[config.mk]
export PLATFORM = sky130hd
export DESIGN_NAME = alu_operand_loader
export DESIGN_NICKNAME = d
export VERILOG_FILES = /design/src/rtl/alu_operand_loader.sv
export SDC_FILE = /design/constraint.sdc
export NUM_CORES = 1
export LEC_CHECK = 0
export ABC_AREA = 1
export BUFFER_PORTS_ARGS = -buffer_cell sky130_fd_sc_hd__buf_2
export CAP_MARGIN = 10
export CORE_MARGIN = 3
export CORE_UTILIZATION = 25
export DETAILED_ROUTE_END_ITERATION = 8
export GPL_TIMING_DRIVEN = 0
export HOLD_SLACK_MARGIN = 0.08
export PLACE_DENSITY = 0.47
export SLEW_MARGIN = 25
export SYNTH_ARGS = -nofsm -noshare
export SYNTH_HDL_FRONTEND = slang
export SYNTH_SLANG_ARGS = --single-unit
[constraint.sdc]
create_clock -name clk -period 1 [get_ports clk]
set_input_delay 0.2 -clock clk [delete_from_list [all_inputs] [get_ports clk]]
set_output_delay 0.2 -clock clk [all_outputs]
set_load 0.05 [all_outputs]
[src/rtl/alu_operand_loader.sv]
// alu_operand_loader: switch/button operand entry front-end for the 4-bit Hack ALU
module alu_operand_loader #(
  parameter int DEBOUNCE_CYCLES = 4,
  parameter int CNT_W = $clog2(DEBOUNCE_CYCLES) + 1
) (
  input  logic       clk,
  input  logic       rst_n,
  input  logic [3:0] sw,
  input  logic       btn_step,
  output logic [3:0] x,
  output logic [3:0] y,
  output logic       zx,
  output logic       nx,
  output logic       zy,
  output logic       ny,
  output logic       f,
  output logic       no,
  output logic [2:0] stage,
  output logic       ready
);
  typedef enum logic [2:0] {
    LOAD_X  = 3'd0,
    LOAD_Y  = 3'd1,
    LOAD_CL = 3'd2,
    LOAD_CH = 3'd3,
    SHOW    = 3'd4
  } state_t;
  logic             btn_s1_q, btn_s1_d, btn_sync_q, btn_sync_d;
  logic [3:0]       sw_s1_q, sw_s1_d, sw_sync_q, sw_sync_d;
  logic             btn_db_q, btn_db_d, btn_db_dly_q, btn_db_dly_d;
  logic [CNT_W-1:0] cnt_q, cnt_d;
  state_t           state_q, state_d;
  logic [3:0]       x_q, x_d, y_q, y_d, cl_q, cl_d;
  logic [1:0]       ch_q, ch_d;
  logic             ready_q, ready_d;
  logic             step;
  // Two-flop synchronisers, debounce counter and rising-edge detect
  always_comb begin
    btn_s1_d     = btn_step;
    btn_sync_d   = btn_s1_q;
    sw_s1_d      = sw;
    sw_sync_d    = sw_s1_q;
    btn_db_d     = btn_db_q;
    cnt_d        = '0;
    btn_db_dly_d = btn_db_q;
    if (btn_sync_q != btn_db_q) begin
      if (cnt_q == CNT_W'(DEBOUNCE_CYCLES - 1)) btn_db_d = btn_sync_q;
      else cnt_d = cnt_q + 1'b1;
    end
  end
  assign step = btn_db_q & ~btn_db_dly_q;
  // Entry sequencer: each step captures the synchronised switches into the current field
  always_comb begin
    state_d = state_q;
    x_d     = x_q;
    y_d     = y_q;
    cl_d    = cl_q;
    ch_d    = ch_q;
    case (state_q)
      LOAD_X:  if (step) begin x_d  = sw_sync_q;      state_d = LOAD_Y;  end
      LOAD_Y:  if (step) begin y_d  = sw_sync_q;      state_d = LOAD_CL; end
      LOAD_CL: if (step) begin cl_d = sw_sync_q;      state_d = LOAD_CH; end
      LOAD_CH: if (step) begin ch_d = sw_sync_q[1:0]; state_d = SHOW;    end
      SHOW:    if (step) state_d = LOAD_X;
      default: state_d = LOAD_X;
    endcase
    ready_d = (state_d == SHOW);
  end
  // All state clears asynchronously so a reset discards any partial entry
  always_ff @(posedge clk or negedge rst_n) begin
    if (!rst_n) begin
      btn_s1_q     <= 1'b0;
      btn_sync_q   <= 1'b0;
      sw_s1_q      <= '0;
      sw_sync_q    <= '0;
      btn_db_q     <= 1'b0;
      btn_db_dly_q <= 1'b0;
      cnt_q        <= '0;
      state_q      <= LOAD_X;
      x_q          <= '0;
      y_q          <= '0;
      cl_q         <= '0;
      ch_q         <= '0;
      ready_q      <= 1'b0;
    end else begin
      btn_s1_q     <= btn_s1_d;
      btn_sync_q   <= btn_sync_d;
      sw_s1_q      <= sw_s1_d;
      sw_sync_q    <= sw_sync_d;
      btn_db_q     <= btn_db_d;
      btn_db_dly_q <= btn_db_dly_d;
      cnt_q        <= cnt_d;
      state_q      <= state_d;
      x_q          <= x_d;
      y_q          <= y_d;
      cl_q         <= cl_d;
      ch_q         <= ch_d;
      ready_q      <= ready_d;
    end
  end
  assign x                = x_q;
  assign y                = y_q;
  assign {zx, nx, zy, ny} = cl_q;
  assign {f, no}          = ch_q;
  assign stage            = state_q;
  assign ready            = ready_q;
endmodule

==> load_flow_metrics.sql, run 1 <==
INSERT INTO impl_metrics (metric_group, metric, value, unit) VALUES
('clock_network', 'number_of_buffers_added_by_the_clock_tree_synthesis_step', '5', ''),
('place', 'globalplace.congestion', '0.720', ''),
('worst_setup_path', 'crit_path_end_kind', 'primary output', ''),
('layout', 'num-nets-final', '178', ''),
('drt', 'first_drt_pass_iteration_count', '4', ''),
('drt', 'drc', '0', ''),
('layout', 'antenna-diode-count', '0', ''),
('drt', 'routed_wire_length_per_instance', '11.6', 'um'),
('drt', 'via_per_inst', '4.15', ''),
('power', 'report.power.total', '6.31', 'mW'),
('layout', 'finish.cell_count_without_fillers', '236', ''),
('place', 'pre_cts_slack', '-0.138', 'ns'),
('synthesis', 'ys_types', '18', ''),
('sta', 'period_share', '112', '%'),
('clock_network', 'tritoncts', 'done', ''),
('worst_setup_path', 'cpLargestDelayFamily', 'flip-flops', ''),
('worst_setup_path', 'worst_ep_arrival_time', '0.92', 'ns'),
('clock_network', 'cts.reportedPaths.clkPinSlew', '0.07', 'ns'),
('drt', 'postRouteWirelength', '2740', 'um'),
('drt', 'final_antenna_net_count', '0', ''),
('die', 'die_width', '76.2', 'um'),
('sta', 'post-route-min-period', '1.12', 'ns'),
('sta', 'hold_viol_final', '33', ''),
('global_routing', 'met2_usage', '17.0', '%'),
('global_routing', 'grtUsageTotal', '10.7', '%'),
('sta', 'tns', '-1.69', 'ns'),
('synthesis', 'netlist_area', '1230', 'sq um'),
('worst_setup_path', 'regToRegStartpoint', 'stage[2]$_DFF_PN0_', ''),
('global_routing', 'grt_pass1_vias', '1041', ''),
('synthesis', 'synth_simple_gate_area_share', '27.0', '%'),
('worst_hold_path', 'hp-class', 'in -> async', ''),
('worst_setup_path', 'crit_path_top_delay_cell', 'dfrtp_2', ''),
('worst_setup_path', 'worst_reg2reg_path_length_in_cells', '4', ''),
('sta', 'final.setup.worst_slack', '-0.122', 'ns'),
('synthesis', 'ys_seq_area_share', '66.9', '%'),
('sta', 'max_freq', '891', 'MHz'),
('die', 'die_area', '5810', 'sq um'),
('outcome', 'run_status', 'complete, but fails checks', ''),
('worst_setup_path', 'count_of_buffer_and_inverter_cells_on_the_critical_path', '1', ''),
('sta', 'rsz0062_at_grt', 'true', ''),
('worst_setup_path', 'crit_fanout', '5', ''),
('global_routing', 'globalRouteMet1Util', '13.0', '%'),
('die', 'top_level_ports', '25', ''),
('worst_setup_path', 'regToRegSetupSlack', '-0.08', 'ns'),
('place', 'hpwl_dp', '1750', 'um'),
('drt', 'dr.first_iter.drc_count', '71', ''),
('die', 'placement_rows', '24', ''),
('outcome', 'violations', 'hold timing, setup timing', ''),
('global_routing', 'grt_max_degree', '34', ''),
('die', 'die_h', '76.2', 'um'),
('synthesis', 'synth_compound_gate_area_share', '0.811', '%'),
('layout', 'area.growth.synth_to_final', '54.2', '%'),
('synthesis', 'mappedNetlistNets', '123', ''),
('sta', 'fin_skew', '0.00629', 'ns'),
('synthesis', 'synth_mux_area_share', '0', '%'),
('clock_network', 'clock-root-buffer', 'clkbuf_8', ''),
('sta', 'finalSetupViolCount', '33', ''),
('clock_network', 'holdBufCountCts', '5', ''),
('worst_setup_path', 'cp_cell_sequence', 'buf_6', ''),
('clock_network', 'max_h_tree_level', '2', ''),
('synthesis', 'synth_area_per_cell', '10.7', 'sq um'),
('synthesis', 'synth_seq_cells', '33', ''),
('synthesis', 'yosys.area_share.xor_xnor', '0.710', '%'),
('synthesis', 'synth_top_family_by_area', 'simple AND/OR/NAND/NOR gates', ''),
('clock_network', 'clkLatencyLatePin', '0.28', 'ns'),
('sta', 'worst_hold_slack', '-0.0249', 'ns'),
('global_routing', 'antenna_found_initial', '0', ''),
('die', 'start_util', '27.0', '%'),
('worst_setup_path', 'crit_path_start_kind', 'register', ''),
('worst_setup_path', 'r2r-end', 'y[0]$_DFFE_PN0P_', ''),
('clock_network', 'ctsLongestPathBuffers', '2', '');
-- where the power goes --
group	switching, mW	internal (mW)	leakage [nW]	total, mW
sequential	0.325	1.72	0.409	2.04
clock	0.462	0.481	0.0450	0.944
combinational	1.97	1.36	0.486	3.32
-- per-stage QoR --
stage / area (sq um) / utilization (%)
after floorplan: 1240 / -
after CTS: 1850 / 40.6
after detailed placement: 1440 / 31.5
after global placement: 1440 / 31.5
after global routing: 1900 / 41.7
final: 1900 / 41.7
-- cell usage in the layout (no fill, tap or decap), types with 2 or more instances in the layout --
cell,instances
nand4_1,5
nand3_4,2
nand2_2,5
nor2_1,4
buf_6,22
clkinv_2,2
dfrtp_1,30
inv_2,2
nand2_1,33
nand3_1,11
nor2_4,4
clkbuf_8,5
dlygate4sd3_1,5
buf_2,6
buf_4,15
nor2_2,3
dfrtp_2,3
inv_1,5
-- timing repair --
item                                   in CTS  in global routing
setup endpoints to repair                  36                 37
setup buffers                              15                  4
pin swaps                                   7                  4
endpoints found under the hold margin      38                 33
resized for setup                          44                  8
-- registers in the layout, indices dropped and copies added (netlist names), 2 cells and up --
name,count
y,4
sw_s1_q,4
cl_q,4
cnt_q,3
x,4
ch_q,2
sw_sync_q,4
stage,3
-- synthesized netlist by cell type --
library cell / instances / area share (%)
buf_6: 1 / 0.91
dfrtp_1: 33 / 67
ha_1: 1 / 1.0
inv_1: 5 / 1.5
inv_2: 2 / 0.61
inv_4: 1 / 0.51
nand2_1: 36 / 11
nand2_2: 2 / 1.0
nand3_1: 12 / 4.9
nand3_2: 2 / 1.6
nand4_1: 5 / 2.5
nor2_1: 6 / 1.8
nor2_2: 2 / 1.0
nor2_4: 3 / 2.7
nor3_1: 1 / 0.41
o21ai_0: 1 / 0.41
o21ai_1: 1 / 0.41
xnor2_1: 1 / 0.71
-- cells by family (layout without fill, tap and decap cells) --
kind of cell	after synthesis	after routing
and+or+nand+nor	69	69
DFF	33	33
buffers and inverters	9	65
AOI/OAI and AO/OA	2	2
adders and majority gates	1	1
xor gates and xnor gates	1	1
-- metal layers --
| metal | vias up | wire length (um) | share of wire (%) |
|---|---|---|---|
| met4 | 0 | 57 | 2.1 |
| met3 | 7 | 152 | 5.6 |
| met5 | - | 0 | 0 |
| li1 | 482 | - | - |
| met2 | 26 | 1320 | 48 |
| met1 | 464 | 1200 | 44 |
-- worst max-delay path by stage --
stage                     cells after the start          endpoint               start
final                                         1          stage[0]  stage[0]$_DFF_PN0_
after global routing                          4  y[0]$_DFFE_PN0P_  stage[1]$_DFF_PN0_
after global placement                        4  y[3]$_DFFE_PN0P_  stage[1]$_DFF_PN0_
after CTS                                     1          stage[1]  stage[1]$_DFF_PN0_
after detailed placement                      4  y[2]$_DFFE_PN0P_  stage[1]$_DFF_PN0_
after floorplan                               4  y[0]$_DFFE_PN0P_  stage[1]$_DFF_PN0_
-- final cells by class --
class | count | area (sq um)
inverter | 8 | 35.0
clock buffer | 6 | 72.6
tap | 65 | 81.3
clock inverter | 2 | 10.0
fill | 462 | 2660
buffer | 1 | 11.3
multi-input combinational | 73 | 413
timing repair buffer | 48 | 449
sequential | 33 | 830
(Power assumes the default switching activity.)
==> inputs of run 2 (changes only) <==
CORE_UTILIZATION = 47   (was 25)
PLACE_DENSITY = 0.76   (was 0.47)
==> run 2 against run 1 <==
Net effect: the flow still finishes with violations (hold timing, setup timing); flip-flop and latch count unchanged; clock-buffer cell count rose by 1; wire length rose by 21%; combinational power up 20%; fmax down 6.3%; power increased by 8.6%; sequential power is essentially flat; worst setup slack lost 0.075 ns; first-iteration DRC count shrank 27%; design area up 5.8%; highest routed layer unchanged; clock skew is 0.0060 ns higher; largest cell class unchanged; register-to-register slack got worse by 0.12 ns.
==> load_flow_metrics.sql, run 2 (synthesis gave the netlist of run 1 again) <==
INSERT INTO impl_metrics (metric_group, metric, value, unit) VALUES
('drt', 'drc', '0', ''),
('worst_setup_path', 'critical-path-top-cell-by-count', 'buf_6', ''),
('drt', 'vias', '1108', ''),
('drt', 'final_antenna_net_count', '0', ''),
('global_routing', 'grt_overflow_total', '0', ''),
('worst_setup_path', 'worst-setup-path-type', 'reg -> reg', ''),
('power', 'peakVddDrop', '0.00250', 'V'),
('worst_setup_path', 'crit_path_start_kind', 'register', ''),
('worst_setup_path', 'crit_fanout', '6', ''),
('sta', 'max_slew.worst_pin.slew', '0.714', 'ns'),
('flow_run', 'cap_viol_max_count', '0', ''),
('outcome', 'run_status', 'complete, but fails checks', ''),
('clock_network', 'tritoncts', 'done', ''),
('global_routing', 'grtUsageTotal', '20.8', '%'),
('global_routing', 'grt_first_pass_wirelength', '5130', 'um'),
('place', 'globalplace.congestion', '0.811', ''),
('worst_setup_path', 'cpPeakStageDelay', '0.45', 'ns'),
('sta', 'max_freq', '835', 'MHz'),
('layout', 'post_route_cells_drive_above_1_share', '55.0', '%'),
('sta', 'post-route-min-period', '1.20', 'ns'),
('drt', 'first_drt_pass_iteration_count', '4', ''),
('worst_setup_path', 'cpLargestDelayFamily', 'flip-flops', ''),
('worst_setup_path', 'count_of_buffer_and_inverter_cells_on_the_critical_path', '2', ''),
('worst_setup_path', 'required', '1.28', 'ns'),
('die', 'top_level_ports', '25', ''),
('worst_setup_path', 'worst_reg2reg_path_length_in_cells', '5', ''),
('drt', 'dr.first_iter.drc_count', '52', ''),
('layout', 'final_cell_mix', 'dfrtp_1, nand2_1, buf_6', ''),
('clock_network', 'clkLatencyLatePin', '0.33', 'ns'),
('place', 'hpwl_dp', '1650', 'um'),
('worst_setup_path', 'crit_path_end_kind', 'register', ''),
('layout', 'fin_util', '86.0', '%'),
('sta', 'worst_hold_slack', '-0.0809', 'ns'),
('layout', 'finish.cell_count_without_fillers', '208', ''),
('global_routing', 'antenna_found_initial', '0', ''),
('clock_network', 'ctsLongestPathBuffers', '2', ''),
('place', 'port-buffer-count', '24', ''),
('worst_setup_path', 'regToRegStartpoint', 'stage[1]$_DFF_PN0_', ''),
('die', 'core_region_area', '2340', 'sq um'),
('power', 'static-leakage-power', '1.01', 'nW'),
('clock_network', 'cts.reportedPaths.clkPinSlew', '0.11', 'ns'),
('clock_network', 'number_of_buffers_added_by_the_clock_tree_synthesis_step', '5', ''),
('sta', 'fin_skew', '0.0122', 'ns'),
('sta', 'period_share', '120', '%'),
('worst_setup_path', 'cp_cell_sequence', 'buf_6 > nor2_4 > buf_6 > nand4_1 > nand2_1', ''),
('drt', 'postRouteWirelength', '3310', 'um'),
('sta', 'finalSetupViolCount', '36', ''),
('clock_network', 'holdBufCountCts', '5', ''),
('outcome', 'violations', 'hold timing, setup timing', ''),
('layout', 'antenna-diode-count', '0', ''),
('layout', 'commonest_non_fill_non_tap_cell_in_the_layout', 'dfrtp_1', ''),
('die', 'start_util', '52.7', '%'),
('clock_network', 'clock-sinks', '33', ''),
('sta', 'hold_viol_final', '33', ''),
('die', 'die_width', '57.2', 'um'),
('sta', 'rsz0062_at_grt', 'true', ''),
('global_routing', 'grt_pass1_vias', '1105', ''),
('die', 'die_h', '57.2', 'um'),
('sta', 'finalMaxSlewViolations', '0', ''),
('global_routing', 'grt_max_degree', '34', ''),
('sta', 'final.setup.worst_slack', '-0.197', 'ns'),
('die', 'die_area', '3280', 'sq um'),
('clock_network', 'clock-root-buffer', 'clkbuf_4', ''),
('worst_setup_path', 'crit_path_top_delay_cell', 'dfrtp_2', ''),
('worst_hold_path', 'hp-class', 'in -> async', ''),
('drt', 'routed_wire_length_per_instance', '15.9', 'um'),
('place', 'dp_cells', '167', ''),
('layout', 'num-nets-final', '187', ''),
('worst_setup_path', 'worst_ep_arrival_time', '1.47', 'ns'),
('worst_setup_path', 'r2r-end', 'x[0]$_DFFE_PN0P_', ''),
('layout', 'area.growth.synth_to_final', '63.1', '%'),
('die', 'placement_rows', '17', ''),
('worst_setup_path', 'regToRegSetupSlack', '-0.20', 'ns'),
('drt', 'via_per_inst', '5.33', ''),
('clock_network', 'max_h_tree_level', '2', ''),
('sta', 'maxSlewHeadroom', '52.4', '%'),
('power', 'power_density', '3400', 'nW/um^2');
## run 2: cell types whose count changed in the layout (fill, tap and decap cells not counted), moves of 3 or more
cell,before,now
nand2_2,5,11
buf_6,22,25
nand2_1,33,25
clkbuf_4,0,5
buf_4,15,21
clkbuf_8,5,2
## run 2: through the flow
step / setup WS (ns) / hold slack, ns / power (mW) / cell area (sq um) / TNS, ns
floorplan: -0.150 / -0.0956 / 3.74 / 1240 / -1.82
global placement: -0.111 / 0.271 / 4.20 / 1390 / -0.924
detailed placement: -0.125 / 0.294 / 4.29 / 1390 / -1.30
CTS: -0.137 / -0.0694 / 6.15 / 1830 / -3.50
global route: -0.254 / -0.0644 / 7.20 / 2010 / -6.11
finish: -0.197 / -0.0809 / 6.85 / 2010 / -4.23
## run 2: worst reg2reg max path, delay by kind of cell, from the launching register on
| kind | cells | cell delay, ns |
|---|---|---|
| DFF | 1 | 0.45 |
| and+or+nand+nor | 3 | 0.41 |
| buffers and inverters | 2 | 0.28 |
## run 2: how the worst max path moves through the flow
stage	startpoint	endpoint	slack [ns]	cells past startpoint
2_1_floorplan	stage[1]$_DFF_PN0_	y[0]$_DFFE_PN0P_	-0.15	4
3_3_place_gp	stage[1]$_DFF_PN0_	y[2]$_DFFE_PN0P_	-0.11	4
5_1_grt	stage[1]$_DFF_PN0_	x[0]$_DFFE_PN0P_	-0.25	5
6_report	stage[1]$_DFF_PN0_	x[0]$_DFFE_PN0P_	-0.20	5
4_1_cts	stage[2]$_DFF_PN0_	y[2]$_DFFE_PN0P_	-0.14	5
3_5_place_dp	stage[1]$_DFF_PN0_	y[3]$_DFFE_PN0P_	-0.13	4
## run 2: what timing repair did
item | in CTS | in global routing
hold endpoints to repair | 38 | 33
pin swaps | 2 | 13
cloned | 1 | 0
setup buffers | 16 | 12
setup endpoints to repair | 37 | 38
resized for setup | 52 | 28
## run 2: cell type report
type / count / area, sq um
Clock inverter: 1 / 5.00
Clock buffer: 7 / 65.1
Multi-Input combinational cell: 73 / 495
Fill cell: 108 / 328
Buffer: 1 / 11.3
Inverter: 8 / 42.5
Timing Repair Buffer: 57 / 528
Tap cell: 28 / 35.0
Sequential cell: 33 / 830
## run 2: report_power, final
group	internal [mW]	total (mW)	switching [mW]
logic	1.67	3.98	2.32
registers	1.71	2.02	0.308
clock network	0.407	0.844	0.436
## run 2: routing by layer
metal,vias to the layer above,wire (um),global-route usage [%]
li1,501,-,-
met1,539,1350,23.9
met2,58,1690,35.6
met3,10,210,9.05
met4,0,68,5.63
met5,-,0,0
